[src/rtl/video_tmds_encoder.sv]
`timescale 1ns/1ps
// DVI/TMDS pixel encoder: colour reduction, transition minimising (stage 1) and DC balancing (stage 2).
// Build option: define VIDEO_TMDS_ROUND_EN to round-half-up/saturate wide colours instead of truncating.
module video_tmds_encoder #(
   parameter int COLSPC = 10
) (
   input  logic              video_clk_pix,
   input  logic              video_rst_n,
   input  logic              video_enable,
   input  logic              hsync,
   input  logic              vsync,
   input  logic [COLSPC-1:0] red,
   input  logic [COLSPC-1:0] green,
   input  logic [COLSPC-1:0] blue,
   output logic [9:0]        tmds_red,
   output logic [9:0]        tmds_green,
   output logic [9:0]        tmds_blue,
   output logic              tmds_de
);

   localparam int SH     = COLSPC - 8;
   localparam int RND_SH = (COLSPC > 8) ? COLSPC - 9 : 0;

   localparam logic [9:0] TOK_00 = 10'b1101010100;
   localparam logic [9:0] TOK_01 = 10'b0010101011;
   localparam logic [9:0] TOK_10 = 10'b0101010100;
   localparam logic [9:0] TOK_11 = 10'b1010101011;

   function automatic logic [7:0] reduce_color(input logic [COLSPC-1:0] c);
      logic [7:0] r;
`ifdef VIDEO_TMDS_ROUND_EN
      logic [COLSPC:0] half;
      logic [COLSPC:0] sum;
      half         = '0;
      half[RND_SH] = 1'b1;
      sum          = ({1'b0, c} + half) >> SH;
      if (COLSPC == 8)
         r = c[COLSPC-1 -: 8];
      else if (|sum[COLSPC:8])
         r = 8'hFF;
      else
         r = sum[7:0];
`else
      r = c[COLSPC-1 -: 8];
`endif
      return r;
   endfunction

   function automatic logic [3:0] popcount8(input logic [7:0] v);
      logic [3:0] n;
      n = '0;
      for (int i = 0; i < 8; i++)
         n = n + {3'b000, v[i]};
      return n;
   endfunction

   function automatic logic [8:0] min_transition(input logic [7:0] d);
      logic [3:0] n1;
      logic       use_xnor;
      logic [8:0] qm;
      n1       = popcount8(d);
      use_xnor = (n1 > 4'd4) || ((n1 == 4'd4) && !d[0]);
      qm       = '0;
      qm[0]    = d[0];
      for (int i = 1; i < 8; i++)
         qm[i] = use_xnor ? ~(qm[i-1] ^ d[i]) : (qm[i-1] ^ d[i]);
      qm[8] = ~use_xnor;
      return qm;
   endfunction

   function automatic logic [9:0] ctl_token(input logic [1:0] ctl);
      logic [9:0] t;
      case (ctl)
         2'b00:   t = TOK_00;
         2'b01:   t = TOK_01;
         2'b10:   t = TOK_10;
         default: t = TOK_11;
      endcase
      return t;
   endfunction

   // Channel index 0 = blue (carries sync), 1 = green, 2 = red.
   logic [2:0][COLSPC-1:0] pix_c;
   logic [2:0][8:0]        qm_p1_d, qm_p1_q;
   logic [2:0][3:0]        n1_p1_d, n1_p1_q;
   logic [2:0][3:0]        n0_p1_d, n0_p1_q;
   logic                   de_p1_q, hs_p1_q, vs_p1_q;
   logic [2:0][9:0]        sym_p2_d, sym_p2_q;
   logic signed [4:0]      cnt_d [3];
   logic signed [4:0]      cnt_q [3];
   logic signed [4:0]      disp_c [3];
   logic                   de_p2_q;

   assign pix_c = {red, green, blue};

   // Stage 1: reduce colour and choose XOR/XNOR chain
   always_comb begin
      for (int ch = 0; ch < 3; ch++) begin
         qm_p1_d[ch] = min_transition(reduce_color(pix_c[ch]));
         n1_p1_d[ch] = popcount8(qm_p1_d[ch][7:0]);
         n0_p1_d[ch] = 4'd8 - n1_p1_d[ch];
      end
   end

   // Stage 2: DC balance against running disparity, or control token when blanking
   always_comb begin
      for (int ch = 0; ch < 3; ch++) begin
         sym_p2_d[ch] = TOK_00;
         cnt_d[ch]    = cnt_q[ch];
         disp_c[ch]   = $signed({1'b0, n1_p1_q[ch]}) - $signed({1'b0, n0_p1_q[ch]});
         if (!de_p1_q) begin
            sym_p2_d[ch] = (ch == 0) ? ctl_token({vs_p1_q, hs_p1_q}) : TOK_00;
            cnt_d[ch]    = 5'sd0;
         end else if ((cnt_q[ch] == 5'sd0) || (disp_c[ch] == 5'sd0)) begin
            sym_p2_d[ch] = {~qm_p1_q[ch][8], qm_p1_q[ch][8],
                            qm_p1_q[ch][8] ? qm_p1_q[ch][7:0] : ~qm_p1_q[ch][7:0]};
            cnt_d[ch]    = qm_p1_q[ch][8] ? (cnt_q[ch] + disp_c[ch]) : (cnt_q[ch] - disp_c[ch]);
         end else if (((cnt_q[ch] > 5'sd0) && (disp_c[ch] > 5'sd0)) ||
                      ((cnt_q[ch] < 5'sd0) && (disp_c[ch] < 5'sd0))) begin
            sym_p2_d[ch] = {1'b1, qm_p1_q[ch][8], ~qm_p1_q[ch][7:0]};
            cnt_d[ch]    = cnt_q[ch] + (qm_p1_q[ch][8] ? 5'sd2 : 5'sd0) - disp_c[ch];
         end else begin
            sym_p2_d[ch] = {1'b0, qm_p1_q[ch][8], qm_p1_q[ch][7:0]};
            cnt_d[ch]    = cnt_q[ch] - (qm_p1_q[ch][8] ? 5'sd0 : 5'sd2) + disp_c[ch];
         end
      end
   end

   always_ff @(posedge video_clk_pix or negedge video_rst_n) begin
      if (!video_rst_n) begin
         qm_p1_q  <= '0;
         n1_p1_q  <= '0;
         n0_p1_q  <= '0;
         de_p1_q  <= 1'b0;
         hs_p1_q  <= 1'b0;
         vs_p1_q  <= 1'b0;
         sym_p2_q <= {3{TOK_00}};
         de_p2_q  <= 1'b0;
         for (int ch = 0; ch < 3; ch++)
            cnt_q[ch] <= 5'sd0;
      end else begin
         qm_p1_q  <= qm_p1_d;
         n1_p1_q  <= n1_p1_d;
         n0_p1_q  <= n0_p1_d;
         de_p1_q  <= video_enable;
         hs_p1_q  <= hsync;
         vs_p1_q  <= vsync;
         sym_p2_q <= sym_p2_d;
         de_p2_q  <= de_p1_q;
         for (int ch = 0; ch < 3; ch++)
            cnt_q[ch] <= cnt_d[ch];
      end
   end

   assign tmds_blue  = sym_p2_q[0];
   assign tmds_green = sym_p2_q[1];
   assign tmds_red   = sym_p2_q[2];
   assign tmds_de    = de_p2_q;

endmodule

[config.mk]
export PLATFORM = sky130hd
export DESIGN_NAME = video_tmds_encoder
export DESIGN_NICKNAME = d
export VERILOG_FILES = /design/src/rtl/video_tmds_encoder.sv
export SDC_FILE = /design/constraint.sdc
export NUM_CORES = 1
export LEC_CHECK = 0
export CAP_MARGIN = 40
export CORE_MARGIN = 4
export CORE_UTILIZATION = 39
export CTS_CLUSTER_SIZE = 20
export DETAILED_ROUTE_END_ITERATION = 8
export PLACE_DENSITY = 0.66
export SLEW_MARGIN = 40
export SYNTH_ARGS = -nofsm -noshare
export SYNTH_HDL_FRONTEND = slang
export SYNTH_SLANG_ARGS = --single-unit
export TNS_END_PERCENT = 50
[constraint.sdc]
create_clock -name video_clk_pix -period 2.7 [get_ports video_clk_pix]
set_input_delay 0.54 -clock video_clk_pix [delete_from_list [all_inputs] [get_ports video_clk_pix]]
set_output_delay 0.54 -clock video_clk_pix [all_outputs]
set_load 0.005 [all_outputs]
==> results.toml, run 1 <==
[outcome]
outcome = "complete, but fails checks"
violations = "negative setup slack"

[min_path]
hold_path.class = "in2async"

[worst_setup_path]
worst-path-max-fanout = 3
worstPathRequired_ns = 2.97
crit_start = "green[2]"
reg2regPathDepth = 11
crit_slowest_cell = "fa_1"
critPathLaunchType = "primary input"
crit_path_frequent_cell = "fa_1"
cp_slowest_stage_delay_ns = 0.54
path_class = "in2reg"
r2r-start = "n1_p1_q[2]$_DFF_PN0_"
r2r_end = "cnt_q[14]$_DFF_PN0_"
endpoint_kind = "flip-flop"
r2r_setup_slack_ns = 0.08
crit_chain = "buf_12 > inv_12 > fa_1 > fa_1 > fa_1 > inv_1 > ha_2 > fa_1 > nor3b_2 > o21ai_1 > a21oi_2 > xor2_1 > inv_1 > fa_1 > fa_1 > inv_1 > fa_1 > ha_2 > inv_2 > fa_2 > inv_2 > nor3_2 > xor2_1"
endpoint = "n0_p1_q[7]$_DFF_PN0_"
cp_data_arrival_time_ns = 6.31

[sta]
min_period_over_period = 2.24
drv_slew = 0
period_minus_slack_ns = 6.04
max-slew-margin-rel = 0.494
max_freq_mhz = 165
rsz0062_at_grt = "yes"
hold_viol_final = 0
finalSetupViolCount = 33
skew_ns = 0.00613
setup_tns_ns = -63.66
fin_ws_ns = -3.34
worstMarginPinSlew_ns = 0.759

[layout]
nNetsFinal = 973
fillers = 1452
utilization = 0.539
synthToLayoutAreaGrowth_pct = 36.1
drive_gt1_frac = 0.281
num_antenna_cells = 0
design_area_um2 = 9300
multiInputGateArea_um2 = 4380
regArea_um2 = 2370

[placement]
place_area_um2 = 8480
detailed_place_hpwl_um = 11000
dp_slack_ns = -4.23
io_buffers = 59
gp_congestion = 0.838

[logic_synthesis]
synth-edff-count = 0
synth_xor_area_frac = 0.152
synth_most_common_cell = "inv_1"
syn_area_per_cell_um2 = 10.6
yosysWarnings = 0
synth_mux_area_frac = 0.00879
synth_cell_types = 35
netlist.top_cell.by_area = "dfrtp_1"
synthTopCellsByCount = "129 x inv_1, 90 x ha_1, 79 x dfrtp_1"
syn_inst = 645
postSynthRegisterBits = 94
synth.top_cell.area_share = 0.289
synth_compound_area_frac = 0.0729
synthFlopType = "dfrtp_1"
synthAdderAreaFrac = 0.276
synth-simple-area-share = 0.0676
async_flop_share = 1.00
ys_seq_area_frac = 0.347
synth_area_um2 = 6830
synth.top_cells.by_area = "dfrtp_1 29%, ha_1 16%, fa_1 11%"
synth_top_family_by_area = "adder cells"
synthesis.nets = 808

[floorplan]
die_x_um = 140
die_area_um2 = 19700
initial_utilization = 0.396
core_area_um2 = 17200
ios = 66
fp.dieH_um = 140
rows = 48

[clocking]
cts_tree = "done"
clkTransAtPathRegs_ns = 0.08
clock_sinks = 94
cts_buffer_depth = 2
root_buffer = "clkbuf_16"
htree_levels = 3
clock_latency_ns = 0.35
cts-buffers-inserted = 9
holdBufCountCts = 0

[grt]
grt_pass1_wl_um = 24200
grt_use_total = 0.150
grt_antenna_before_repair = 0
grt_pass1_vias = 5421
overflow = 0
grt_max_degree = 41

[route]
first_pass_iters = 4
post_drt_via_cell_ratio = 4.60
final_antenna_net_count = 0
routed_wl_um = 13900
routedWlPerCell_um = 13.4
num_vias = 4782
drtIter0Drc = 143
drc = 0

[job]
cap_violations = 0
sequential cells by signal, indices dropped and copies added (netlist names):
register    count
tmds_blue      10
n0_p1_q         9
de_p1_q         1
n1_p1_q         9
cnt_q          15
tmds_de         1
qm_p1_q        27
hs_p1_q         1
tmds_green     10
tmds_red       10
vs_p1_q         1
critical path, delay by kind of cell:
family	cells	cell delay, ns
AOI/OAI and AO/OA	2	0.36
xor gates and xnor gates	2	0.37
adders and majority gates	10	4.27
buffers and inverters	7	0.37
and+or+nand+nor	2	0.38
how the worst min path moves through the flow:
stage	to	slack, ns	cells past startpoint
floorplan	cnt_q[0]$_DFF_PN0_	0.24	0
global placement	tmds_red[4]$_DFF_PN1_	0.49	2
detailed placement	tmds_green[4]$_DFF_PN1_	0.49	2
CTS	cnt_q[7]$_DFF_PN0_	0.13	1
global route	cnt_q[7]$_DFF_PN0_	0.15	1
finish	cnt_q[7]$_DFF_PN0_	0.13	1
what timing repair did:
item / in CTS / in global routing
endpoints found under the setup margin: 38 / 56
pin swaps: 48 / 51
endpoints found under the hold margin: 0 / 0
gates cloned: 0 / 0
setup buffers: 13 / 8
gates resized for setup: 79 / 54
layout by cell type (no fill, tap or decap), types with 7 or more instances in the layout:
master           instances
inv_1                  109
buf_4                   92
dfrtp_1                 79
ha_1                    77
xnor2_1                 57
clkdlybuf4s50_1         48
nand2_1                 35
fa_1                    32
xor2_1                  30
a21oi_1                 18
inv_2                   16
and2_1                  16
dfstp_2                 15
o21ai_0                 14
a21o_1                  11
buf_6                   11
xnor2_2                 10
ha_4                    10
nor2_1                   9
clkbuf_16                9
o21ai_1                  8
xnor2_4                  7
area by class of cell:
class                   instances  area share
clock buffers                   9      0.0242
clock inverters                 7     0.00807
inverters                     129      0.0548
multi-input cells             414       0.471
flip-flops and latches         94       0.255
well taps                     225      0.0303
repair buffers                162       0.156
metrics by stage:
step	std cells	hold WS, ns
6_report	1040	0.128
3_5_place_dp	1008	0.491
3_3_place_gp	1007	0.487
4_1_cts	1037	0.127
5_1_grt	1040	0.147
2_1_floorplan	645	0.244
routing by layer:
metal / track usage / routed length [um]
met1: 0.169 / 5640
met2: 0.281 / 7650
met3: 0.0331 / 434
met4: 0.0449 / 191
met5: 0 / 0
kinds of logic after synthesis:
logic type	Yosys count
buf+inv	137
fa+ha+maj	128
mux	6
xor+xnor	109
simple gates	92
flops	94
compound gates	79
Power of run 1 is not shown: default switching activity piles up to over one toggle a cycle in this logic, so the estimate is an artifact.
==> run 2: changes to the inputs <==
--- a/config.mk
+++ b/config.mk
@@ -10,9 +10,9 @@
 export CORE_UTILIZATION = 39
 export CTS_CLUSTER_SIZE = 20
 export DETAILED_ROUTE_END_ITERATION = 8
-export PLACE_DENSITY = 0.66
+export PLACE_DENSITY = 0.64
+export SETUP_SLACK_MARGIN = 0.05
 export SLEW_MARGIN = 40
 export SYNTH_ARGS = -nofsm -noshare
 export SYNTH_HDL_FRONTEND = slang
 export SYNTH_SLANG_ARGS = --single-unit
-export TNS_END_PERCENT = 50
==> constraint.sdc (replaced) <==
create_clock -name video_clk_pix -period 6.21 [get_ports video_clk_pix]
set_input_delay 1.242 -clock video_clk_pix [delete_from_list [all_inputs] [get_ports video_clk_pix]]
set_output_delay 1.242 -clock video_clk_pix [all_outputs]
set_load 0.005 [all_outputs]
==> run 2 against run 1 <==
The flow still finishes with violations (negative setup slack). Largest cell class unchanged. Hold slack better by 0.38 ns. First-iteration DRC count rose by 58%. Non-clock buffer count decreased by 30. Register-to-register slack improved by 3.1 ns. Sequential cell count unchanged. Wire length shrank 2.0%. Count of clock-buffer cells in the layout grew 3. Clock skew rose by 0.0068 ns. Setup slack improved by 2.8 ns. Die area unchanged. Global-route usage is 0.21 points lower.
==> results.toml, run 2 (synthesized netlist as in run 1, its figures left out) <==
[outcome]
violations = "negative setup slack"
outcome = "complete, but fails checks"

[min_path]
hold_start = "qm_p1_q[11]$_DFF_PN0_"
hold_end = "tmds_green[2]$_DFF_PN1_"
hold_path_depth = 2
hold_path.class = "reg2reg"

[placement]
gp_congestion = 0.859
detailed_place_hpwl_um = 10400
io_buffers = 59
place_area_um2 = 8180
dp.cells = 970

[sta]
fin_ws_ns = -0.577
min_period_over_period = 1.09
worstMarginPinSlew_ns = 0.826
rsz0062_at_grt = "yes"
drv_slew = 0
finalSetupViolCount = 16
max_freq_mhz = 147
skew_ns = 0.0129
max-slew-margin-rel = 0.445
hold_viol_final = 0
period_minus_slack_ns = 6.79

[route]
wl_met1_um = 5910
post_drt_via_cell_ratio = 4.63
top_layer = "met4"
first_pass_iters = 4
final_antenna_net_count = 0
routed_wl_um = 13600
wl_met2_um = 7110
drc = 0
drtIter0Drc = 226
routedWlPerCell_um = 13.5
num_vias = 4679
wl_met3_um = 443

[floorplan]
ios = 66
rows = 48
die_area_um2 = 19700
core_area_um2 = 17200
die_x_um = 140
fp.dieH_um = 140
initial_utilization = 0.396

[clocking]
clock_latency_ns = 0.35
cts_buffer_depth = 2
root_buffer = "clkbuf_16"
htree_levels = 3
holdBufCountCts = 0
cts_tree = "done"
clkTransAtPathRegs_ns = 0.07
clock_sinks = 94
cts-buffers-inserted = 9

[layout]
design_area_um2 = 8900
largest-register = "qm_p1_q"
top_regs = "qm_p1_q x27, cnt_q x15"
final_cells = 1010
utilization = 0.516
drive_gt1_frac = 0.233
synthToLayoutAreaGrowth_pct = 30.3
largest_reg_flops = 27
nNetsFinal = 943
num_antenna_cells = 0
mostFrequentLayoutCell = "inv_1"
layout_common_cells = "109 x inv_1, 80 x ha_1, 79 x dfrtp_1"

[grt]
overflow = 0
grt_pass1_wl_um = 24100
grt_max_degree = 58
grt_use_total = 0.148
grt_antenna_before_repair = 0
grt_pass1_vias = 5294

[worst_setup_path]
worst-path-max-fanout = 3
crit_slowest_cell = "fa_1"
critPathLaunchType = "primary input"
crit_path_frequent_cell = "fa_1"
r2r_end = "tmds_green[3]$_DFF_PN0_"
endpoint_kind = "flip-flop"
reg2regPathDepth = 13
cp_data_arrival_time_ns = 7.06
cp_slowest_stage_delay_ns = 0.56
r2r_setup_slack_ns = 3.16
worstPathRequired_ns = 6.48
crit_chain = "buf_8 > inv_4 > fa_1 > fa_1 > fa_1 > inv_2 > ha_4 > fa_1 > nor3b_2 > o21ai_1 > a21oi_2 > xor2_1 > inv_1 > fa_1 > fa_1 > inv_2 > fa_2 > ha_4 > inv_2 > fa_2 > inv_2 > nor3_2 > xor2_1"
r2r-start = "n1_p1_q[5]$_DFF_PN0_"
critical_path_buf_inv_count = 7
critical-path-top-delay-family = "adder cells"
path_class = "in2reg"

[job]
cap_violations = 0
-- run 2: worst max-delay path by stage --
stage                  start                    to  slack [ns]  depth (start not counted)
floorplan           green[2]  n0_p1_q[7]$_DFF_PN0_       -0.52                         22
global placement    green[2]  n0_p1_q[7]$_DFF_PN0_       -1.23                         23
detailed placement  green[2]  n0_p1_q[7]$_DFF_PN0_       -1.45                         23
CTS                 green[2]  n0_p1_q[6]$_DFF_PN0_       -0.73                         23
global route        green[3]  n0_p1_q[7]$_DFF_PN0_       -0.77                         23
finish              green[3]  n0_p1_q[7]$_DFF_PN0_       -0.58                         23
-- run 2: layout make-up --
cell class,count,area [um2]
inverter,129,512
fill,1495,8330
timing repair buffer,132,1200
sequential,94,2370
clock inverter,4,30.0
tap,225,282
clock buffer,12,256
multi-input combinational,414,4250
-- run 2: through the flow --
| step | TNS [ns] | setup WS, ns | hold WS [ns] |
|---|---|---|---|
| 6_report | -4.88 | -0.577 | 0.508 |
| 5_1_grt | -7.63 | -0.774 | 0.536 |
| 4_1_cts | -7.17 | -0.735 | 0.511 |
| 3_5_place_dp | -19.67 | -1.45 | 0.489 |
| 3_3_place_gp | -16.92 | -1.23 | 0.487 |
| 2_1_floorplan | -5.04 | -0.523 | 0.446 |
-- run 2: per-layer routing --
metal  vias up  global-route usage
li1       2281                   -
met1      2333               0.182
met2        49               0.261
met3        16              0.0335
met4         0              0.0377
met5         -                   0
-- run 2: worst min-delay path: cells and delay by family (launching register included) --
family | cells | cell delay, ns
xor gates and xnor gates | 1 | 0.07
DFF | 1 | 0.34
and+or+nand+nor | 1 | 0.06
-- run 2: timing repair --
| item | 4_1_cts | 5_1_grt |
|---|---|---|
| endpoints found under the setup margin | 18 | 18 |
| gates resized for setup | 87 | 27 |
| pin swaps | 44 | 43 |
| gates cloned | 0 | 0 |
| buffers inserted | 25 | 7 |
Power of run 2 is left out for the same reason.
